`config.mk`:
```
export PLATFORM = sky130hd
export DESIGN_NAME = conv_window_5x5
export DESIGN_NICKNAME = d
export VERILOG_FILES = /design/src/rtl/conv_defs_pkg.sv /design/src/rtl/conv_window_5x5_line_buffer.sv /design/src/rtl/conv_window_5x5.sv
export SDC_FILE = /design/constraint.sdc
export NUM_CORES = 1
export LEC_CHECK = 0
export ABC_CLOCK_PERIOD_IN_PS = 5920
export CORE_UTILIZATION = 51
export CTS_CLUSTER_DIAMETER = 100
export DETAILED_ROUTE_END_ITERATION = 8
export HOLD_SLACK_MARGIN = 0.15
export PLACE_DENSITY = 0.67
export SLEW_MARGIN = 30
export SYNTH_ARGS = -nofsm -noshare
export SYNTH_HDL_FRONTEND = slang
export SYNTH_HIERARCHICAL = 1
export SYNTH_SLANG_ARGS = --single-unit
```
`constraint.sdc`:
```
create_clock -name clk -period 5.92 [get_ports clk]
set_input_delay 1.184 -clock clk [delete_from_list [all_inputs] [get_ports clk]]
set_output_delay 1.184 -clock clk [all_outputs]
set_load 0.03 [all_outputs]
```
`src/rtl/conv_defs_pkg.sv`:
```
// Shared constants for the 5x5 convolution datapath (window feeder and MAC).
// Row-bus packing: slice [pix_w*j +: pix_w] holds window column j. Column 0 is
// the leftmost, oldest pixel and column KERNEL_SIZE-1 is the newest. This is the
// same order as the kernel weights w_k in the MAC.
package conv_defs;
    localparam int KERNEL_SIZE     = 5;
    localparam int LB_COUNT        = KERNEL_SIZE - 1;
    localparam int PIXEL_W_DEFAULT = 8;

    // LSB position of window column `col` inside a packed row bus.
    function automatic int col_lsb(input int col, input int pix_w);
        return col * pix_w;
    endfunction
endpackage

```
`src/rtl/conv_window_5x5_line_buffer.sv`:
```
// line_buffer: single-port memory that holds one image row.
// Ports: clk (clock), we (write enable), addr (column address),
//        wdata (write data), rdata (combinational read data; a write in this
//        cycle only shows up on the next cycle, so reads see the old value).
// The memory is not reset. Until a location has been written its contents are
// undefined, and valid masking downstream hides any such values.
module line_buffer #(
    parameter int data_size = 8,
    parameter int depth     = 32
) (
    input  logic                     clk,
    input  logic                     we,
    input  logic [$clog2(depth)-1:0] addr,
    input  logic [data_size-1:0]     wdata,
    output logic [data_size-1:0]     rdata
);
    logic [data_size-1:0] mem_q [depth];

    always_ff @(posedge clk) begin
        if (we) begin
            mem_q[addr] <= wdata;
        end
    end

    assign rdata = mem_q[addr];
endmodule

```
`src/rtl/conv_window_5x5.sv`:
```
// conv_window_5x5: builds 5x5 windows from a raster-order pixel stream.
// Ports: clk, rst_n (async active-low), frame_start (sync frame restart),
//        in_valid/in_data (pixel stream), i_1..i_5 (window rows, oldest first,
//        column 0 in the low slice), out_valid (window fully inside image),
//        out_row/out_col (bottom-right pixel position), frame_done (pulses once
//        after the last pixel of a frame is accepted).
module conv_window_5x5
    import conv_defs::*;
#(
    parameter int data_size  = PIXEL_W_DEFAULT,
    parameter int img_width  = 32,
    parameter int img_height = 32
) (
    input  logic                          clk,
    input  logic                          rst_n,
    input  logic                          frame_start,
    input  logic                          in_valid,
    input  logic [data_size-1:0]          in_data,
    output logic [data_size*5-1:0]        i_1,
    output logic [data_size*5-1:0]        i_2,
    output logic [data_size*5-1:0]        i_3,
    output logic [data_size*5-1:0]        i_4,
    output logic [data_size*5-1:0]        i_5,
    output logic                          out_valid,
    output logic [$clog2(img_height)-1:0] out_row,
    output logic [$clog2(img_width)-1:0]  out_col,
    output logic                          frame_done
);
    localparam int CW = $clog2(img_width);
    localparam int RW = $clog2(img_height);
    localparam int RB = data_size * KERNEL_SIZE;

    localparam logic [CW-1:0] COL_LAST = CW'(img_width - 1);
    localparam logic [RW-1:0] ROW_LAST = RW'(img_height - 1);
    localparam logic [CW-1:0] COL_WIN  = CW'(KERNEL_SIZE - 1);
    localparam logic [RW-1:0] ROW_WIN  = RW'(KERNEL_SIZE - 1);

    logic [CW-1:0]        col_q, col_d, col_cur;
    logic [RW-1:0]        row_q, row_d, row_cur;
    logic [data_size-1:0] lb_rd   [LB_COUNT];
    logic [data_size-1:0] lb_wd   [LB_COUNT];
    logic [data_size-1:0] new_col [KERNEL_SIZE];
    logic [RB-1:0]        win_q   [KERNEL_SIZE];
    logic                 out_valid_q, frame_done_q;
    logic [RW-1:0]        out_row_q;
    logic [CW-1:0]        out_col_q;

    // frame_start makes the pixel in the same cycle (0,0), so the position
    // used for this cycle's addressing and flags is overridden, not just the
    // next-state value.
    assign col_cur = frame_start ? '0 : col_q;
    assign row_cur = frame_start ? '0 : row_q;

    always_comb begin
        col_d = col_cur;
        row_d = row_cur;
        if (in_valid) begin
            if (col_cur == COL_LAST) begin
                col_d = '0;
                row_d = (row_cur == ROW_LAST) ? '0 : row_cur + RW'(1);
            end else begin
                col_d = col_cur + CW'(1);
            end
        end
    end

    // lb0 holds row r-1 and lb3 holds row r-4. Each buffer takes the old
    // contents of the buffer one row newer at the same column.
    for (genvar g = 0; g < LB_COUNT; g++) begin : g_lb
        if (g == 0) begin : g_first
            assign lb_wd[g] = in_data;
        end else begin : g_chain
            assign lb_wd[g] = lb_rd[g-1];
        end

        line_buffer #(
            .data_size(data_size),
            .depth    (img_width)
        ) u_lb (
            .clk  (clk),
            .we   (in_valid),
            .addr (col_cur),
            .wdata(lb_wd[g]),
            .rdata(lb_rd[g])
        );

        assign new_col[g] = lb_rd[LB_COUNT-1-g];
    end
    assign new_col[KERNEL_SIZE-1] = in_data;

    always_ff @(posedge clk or negedge rst_n) begin
        if (!rst_n) begin
            col_q        <= '0;
            row_q        <= '0;
            out_valid_q  <= 1'b0;
            frame_done_q <= 1'b0;
            out_row_q    <= '0;
            out_col_q    <= '0;
            for (int k = 0; k < KERNEL_SIZE; k++) begin
                win_q[k] <= '0;
            end
        end else begin
            col_q        <= col_d;
            row_q        <= row_d;
            out_valid_q  <= in_valid && (row_cur >= ROW_WIN) && (col_cur >= COL_WIN);
            frame_done_q <= in_valid && (row_cur == ROW_LAST) && (col_cur == COL_LAST);
            if (in_valid) begin
                out_row_q <= row_cur;
                out_col_q <= col_cur;
                // Newest column enters the high slice and the oldest drops out the bottom.
                for (int k = 0; k < KERNEL_SIZE; k++) begin
                    win_q[k] <= {new_col[k], win_q[k][RB-1:data_size]};
                end
            end
        end
    end

    assign i_1        = win_q[0];
    assign i_2        = win_q[1];
    assign i_3        = win_q[2];
    assign i_4        = win_q[3];
    assign i_5        = win_q[4];
    assign out_valid  = out_valid_q;
    assign out_row    = out_row_q;
    assign out_col    = out_col_q;
    assign frame_done = frame_done_q;
endmodule

```
==> summary.md <==
| Metric | Value |
|---|---|
| Standard cell core area | 0.09389 mm^2 |
| Crit Path Max Fanout | 34 |
| Post-synthesis sequential area ratio | 74.66% |
| Psw | around 5300 uW |
| Post-CTS resize count | 0 |
| Global-route wire length before repair | 168100 um |
| Max Freq | 219.2 MHz |
| Count of endpoints failing hold in the final timing report | 0 |
| Mean area per synthesized cell | around 17 um^2 |
| Io pins | 224 |
| Total number of H-tree levels | 3 |
| Slowest Stage Delay on Critical Path | 0.82 ns |
| Cell family with most CP delay | simple AND/OR/NAND/NOR gates |
| Via Count | roughly 26000 |
| Number of unique standard cell types used by synthesis | 42 |
| Post-synth design cell area | 0.04863 mm^2 |
| Highest-count cells in the layout ignoring fill and taps | 1024 x sky130_fd_sc_hd__edfxtp_1, 513 x sky130_fd_sc_hd__mux2i_1, 252 x sky130_fd_sc_hd__o22ai_1 |
| Final slew viol count | 0 |
| Share of final-layout standard cells stronger than drive strength 1 | between 15 and 20% |
| Gr ovfl total | 0 |
| Final worst hold slack | 0.4825 ns |
| Total power per unit cell area | ~370 mW/mm^2 |
| Leading cell type in the layout, fill and taps excluded | sky130_fd_sc_hd__edfxtp_1 |
| Least-Margin Pin Slew | 0.9949 ns |
| Port-buffer cells | between 200 and 250 |
| Result of the run | finished clean |
| Sum of negative setup slack | 0 ns |
| Type of the most critical hold path | in -> async |
| Remaining antenna violation count after routing | 0 |
| Unrepaired setup endpoints after global routing | false |
| Endpoint arrival time on the critical path | between 5 and 6 ns |
| Total placed instance area | 0.05232 mm^2 |
| Slack of the worst reg-to-reg path | 2.23 ns |
| Count of final setup violators | 0 |
| Maximum vdd drop | 0.2741 mV |
| Critical Setup Path Class | in -> reg |
| Clock edge transition at the registers on the reported setup and hold paths | 0.06 ns |
| Max-Cap Viols | 0 |
| Synth warn | 6 |
| Cells taking the most area after synthesis | sky130_fd_sc_hd__edfxtp_1 63%, sky130_fd_sc_hd__dfrtp_1 11%, sky130_fd_sc_hd__mux2i_1 11%, sky130_fd_sc_hd__mux2_2 4.9%, sky130_fd_sc_hd__o22ai_1 3.2% |
| Die Span Y | 310.8 um |
| Area grow syn2layout | 16.54% |
| Initial antenna violation count | 4 |
| Post-layout min period | ~4.6 ns |
| Largest net degree at the start of global routing | 164 |
| CTS Root Buffer Type | sky130_fd_sc_hd__clkbuf_16 |
| Part of the power in registers | 49.1% |
| CTS tree | yes |
| Crit path capture type | flop |
| Number of hold buffers added after CTS | 0 |
| Cell taking the most area after synthesis | sky130_fd_sc_hd__edfxtp_1 |
| Leakage Power | 0.01845 uW |
| Number of DRC markers after the initial detailed-route iteration | 2543 |
| Detail-routed via count per cell | roughly 5.9 |
| Slowest cell on crit path | sky130_fd_sc_hd__nor2b_4 |
| Number of buffers inserted by post-CTS setup repair | 0 |
| Fraction of post-synthesis cell area in the top cell type by area | 63.23% |
| Number of buffers between clock root and the deepest sink | 3 |
| Total routing usage reported by global routing | 23.01% |
| Internal power | 15830 uW |
| Synth Net Count | 2800 |
| Switching part of the total power | between 20% and 30% |
| Die area | 0.09659 mm^2 |
| Number of sinks driven by the clock tree | 1246 |
| Critical path cell sequence | clkdlybuf4s50_1, nor2b_4, buf_4, buf_4, nand4bb_1, o22ai_1, nor4_1, nand2_1, mux2_2 |
| Clock latency reported for the late side of the worst-skew pair | between 0.7 and 0.8 ns |
| Buffer and inverter count on the worst path | 3 |
| Portion of total power attributed to the clock network | between 30% and 40% |
| Worst Setup Start Kind | primary input |
| Combinational cell fraction of total power | between 10% and 20% |
| Register bit total from synthesis | 1246 |
| Number of inserted filler cells in the final layout | 6811 |
| Synth Instances | ~2800 |
| Number of global-route vias before repair | 26180 |
| Routed len/inst | ~25 um |
| Worst path required time | 6.53 ns |
| Sum of routed wire length over all layers | 111700 um |
| Die width | 310.8 um |
| First drt pass iteration count | 5 |
| Initial core utilization | 51.79% |
| CTS buffer count | 121 |
| Final weighted congestion of routability-driven global placement | 0.9371 |
| Final nets | roughly 3100 |
| Layout Cell Area excl Fill | approximately 0.057 mm^2 |
| Final routed DRC violation total | 0 |
| Post-DP HPWL | about 71000 um |
| Number of standard-cell rows in the floorplan | 112 |
| CP dominant cell by count | sky130_fd_sc_hd__buf_4 |
| Max transition margin | 33.68% |
| Period utilisation layout | 77.07% |
| Clock Skew | 0.05862 ns |
[cells by family (layout without fill, tap and decap cells)]
group | Yosys count | count (layout) | synth area share, %
compound gates | 271 | 271 | 3.533
flops | 1246 | 1246 | 74.66
other cells | 0 | 2 | 0
buf+inv | 167 | 534 | 1.801
mux | 724 | 724 | 15.45
fa+ha+maj | 4 | 4 | 0.1029
simple gates | 372 | 372 | 4.459
[power by group through the flow]
| stage | clock network, uW | registers, uW | logic (uW) |
|---|---|---|---|
| 2_1_floorplan | 0 | 11200 | 760 |
| 5_1_grt | 8550 | 10400 | 2780 |
| 4_1_cts | 8200 | 10400 | 2700 |
| 3_5_place_dp | 0 | 10500 | 2690 |
| 3_3_place_gp | 0 | 10500 | 2650 |
| 6_report | 8070 | 10400 | 2670 |
[metal layers]
metal | GRT usage, % | part of all wire, %
met3 | 3.679 | 6.7
met4 | 7.020 | 2.7
met1 | 31.27 | 41
met5 | 0 | 0.024
met2 | 38.28 | 50
[synthesized netlist by cell type (all sizes together)]
library cell	count
nand3b	17
edfxtp	1024
and3	1
a22o	2
o22ai	256
inv	2
a21oi	4
a311o	1
mux2	211
nor2b	7
nor4	65
o221ai	1
and4b	1
nor3	19
nand2	46
o21ai	7
and3b	1
or4bb	4
nand2b	3
or3b	12
or4b	16
or4	5
nand3	9
nand4b	16
clkbuf	36
or3	4
dfrtp	222
nand4	4
nor2	119
buf	129
mux2i	513
ha	4
and4	1
and2	2
nand4bb	20
[per-stage QoR]
stage                     power [uW]  worst slack, ns  std cells  utilization (%)
after CTS                      21270            1.466       4403            60.28
after floorplan                11910            1.763       2784                -
final                          21100            1.357       4407            60.36
after global routing           21750            1.294       4406            60.36
after detailed placement       13230           0.6877       4174            55.72
after global placement         13170           0.8115       4174            55.73
[registers in the layout (all words and copies together), names as in the netlist, 40 cells and up]
| register | cells |
|---|---|
| i_1 | 40 |
| i_5 | 40 |
| g_lb.u_lb/mem_q | 1024 |
| i_3 | 40 |
| i_2 | 40 |
| i_4 | 40 |
[final timing paths]
check | from | endpoint | depth (start not counted)
setup reg to reg | col_q[0] | i_1[38] | 8
setup / recovery | frame_start | i_1[38] | 9
hold reg to reg | i_5[2] | i_5[2] | 1
hold / removal | rst_n | i_1[2] | 1
min in group clk | i_5[2] | i_5[2] | 1
max in group asynchronous | rst_n | i_2[34] | 2
[layout make-up]
type	count	area (um^2)	area share, %
diodes	2	5.005	0.008831
clock buffers	135	3122	5.509
clock inverters	94	1154	2.036
inverters	2	8.758	0.01545
multi-input cells	1371	11490	20.28
flip-flops and latches	1246	36300	64.06
well taps	1254	1569	2.769
repair buffers	303	3015	5.321
(Power assumes the default switching activity.)
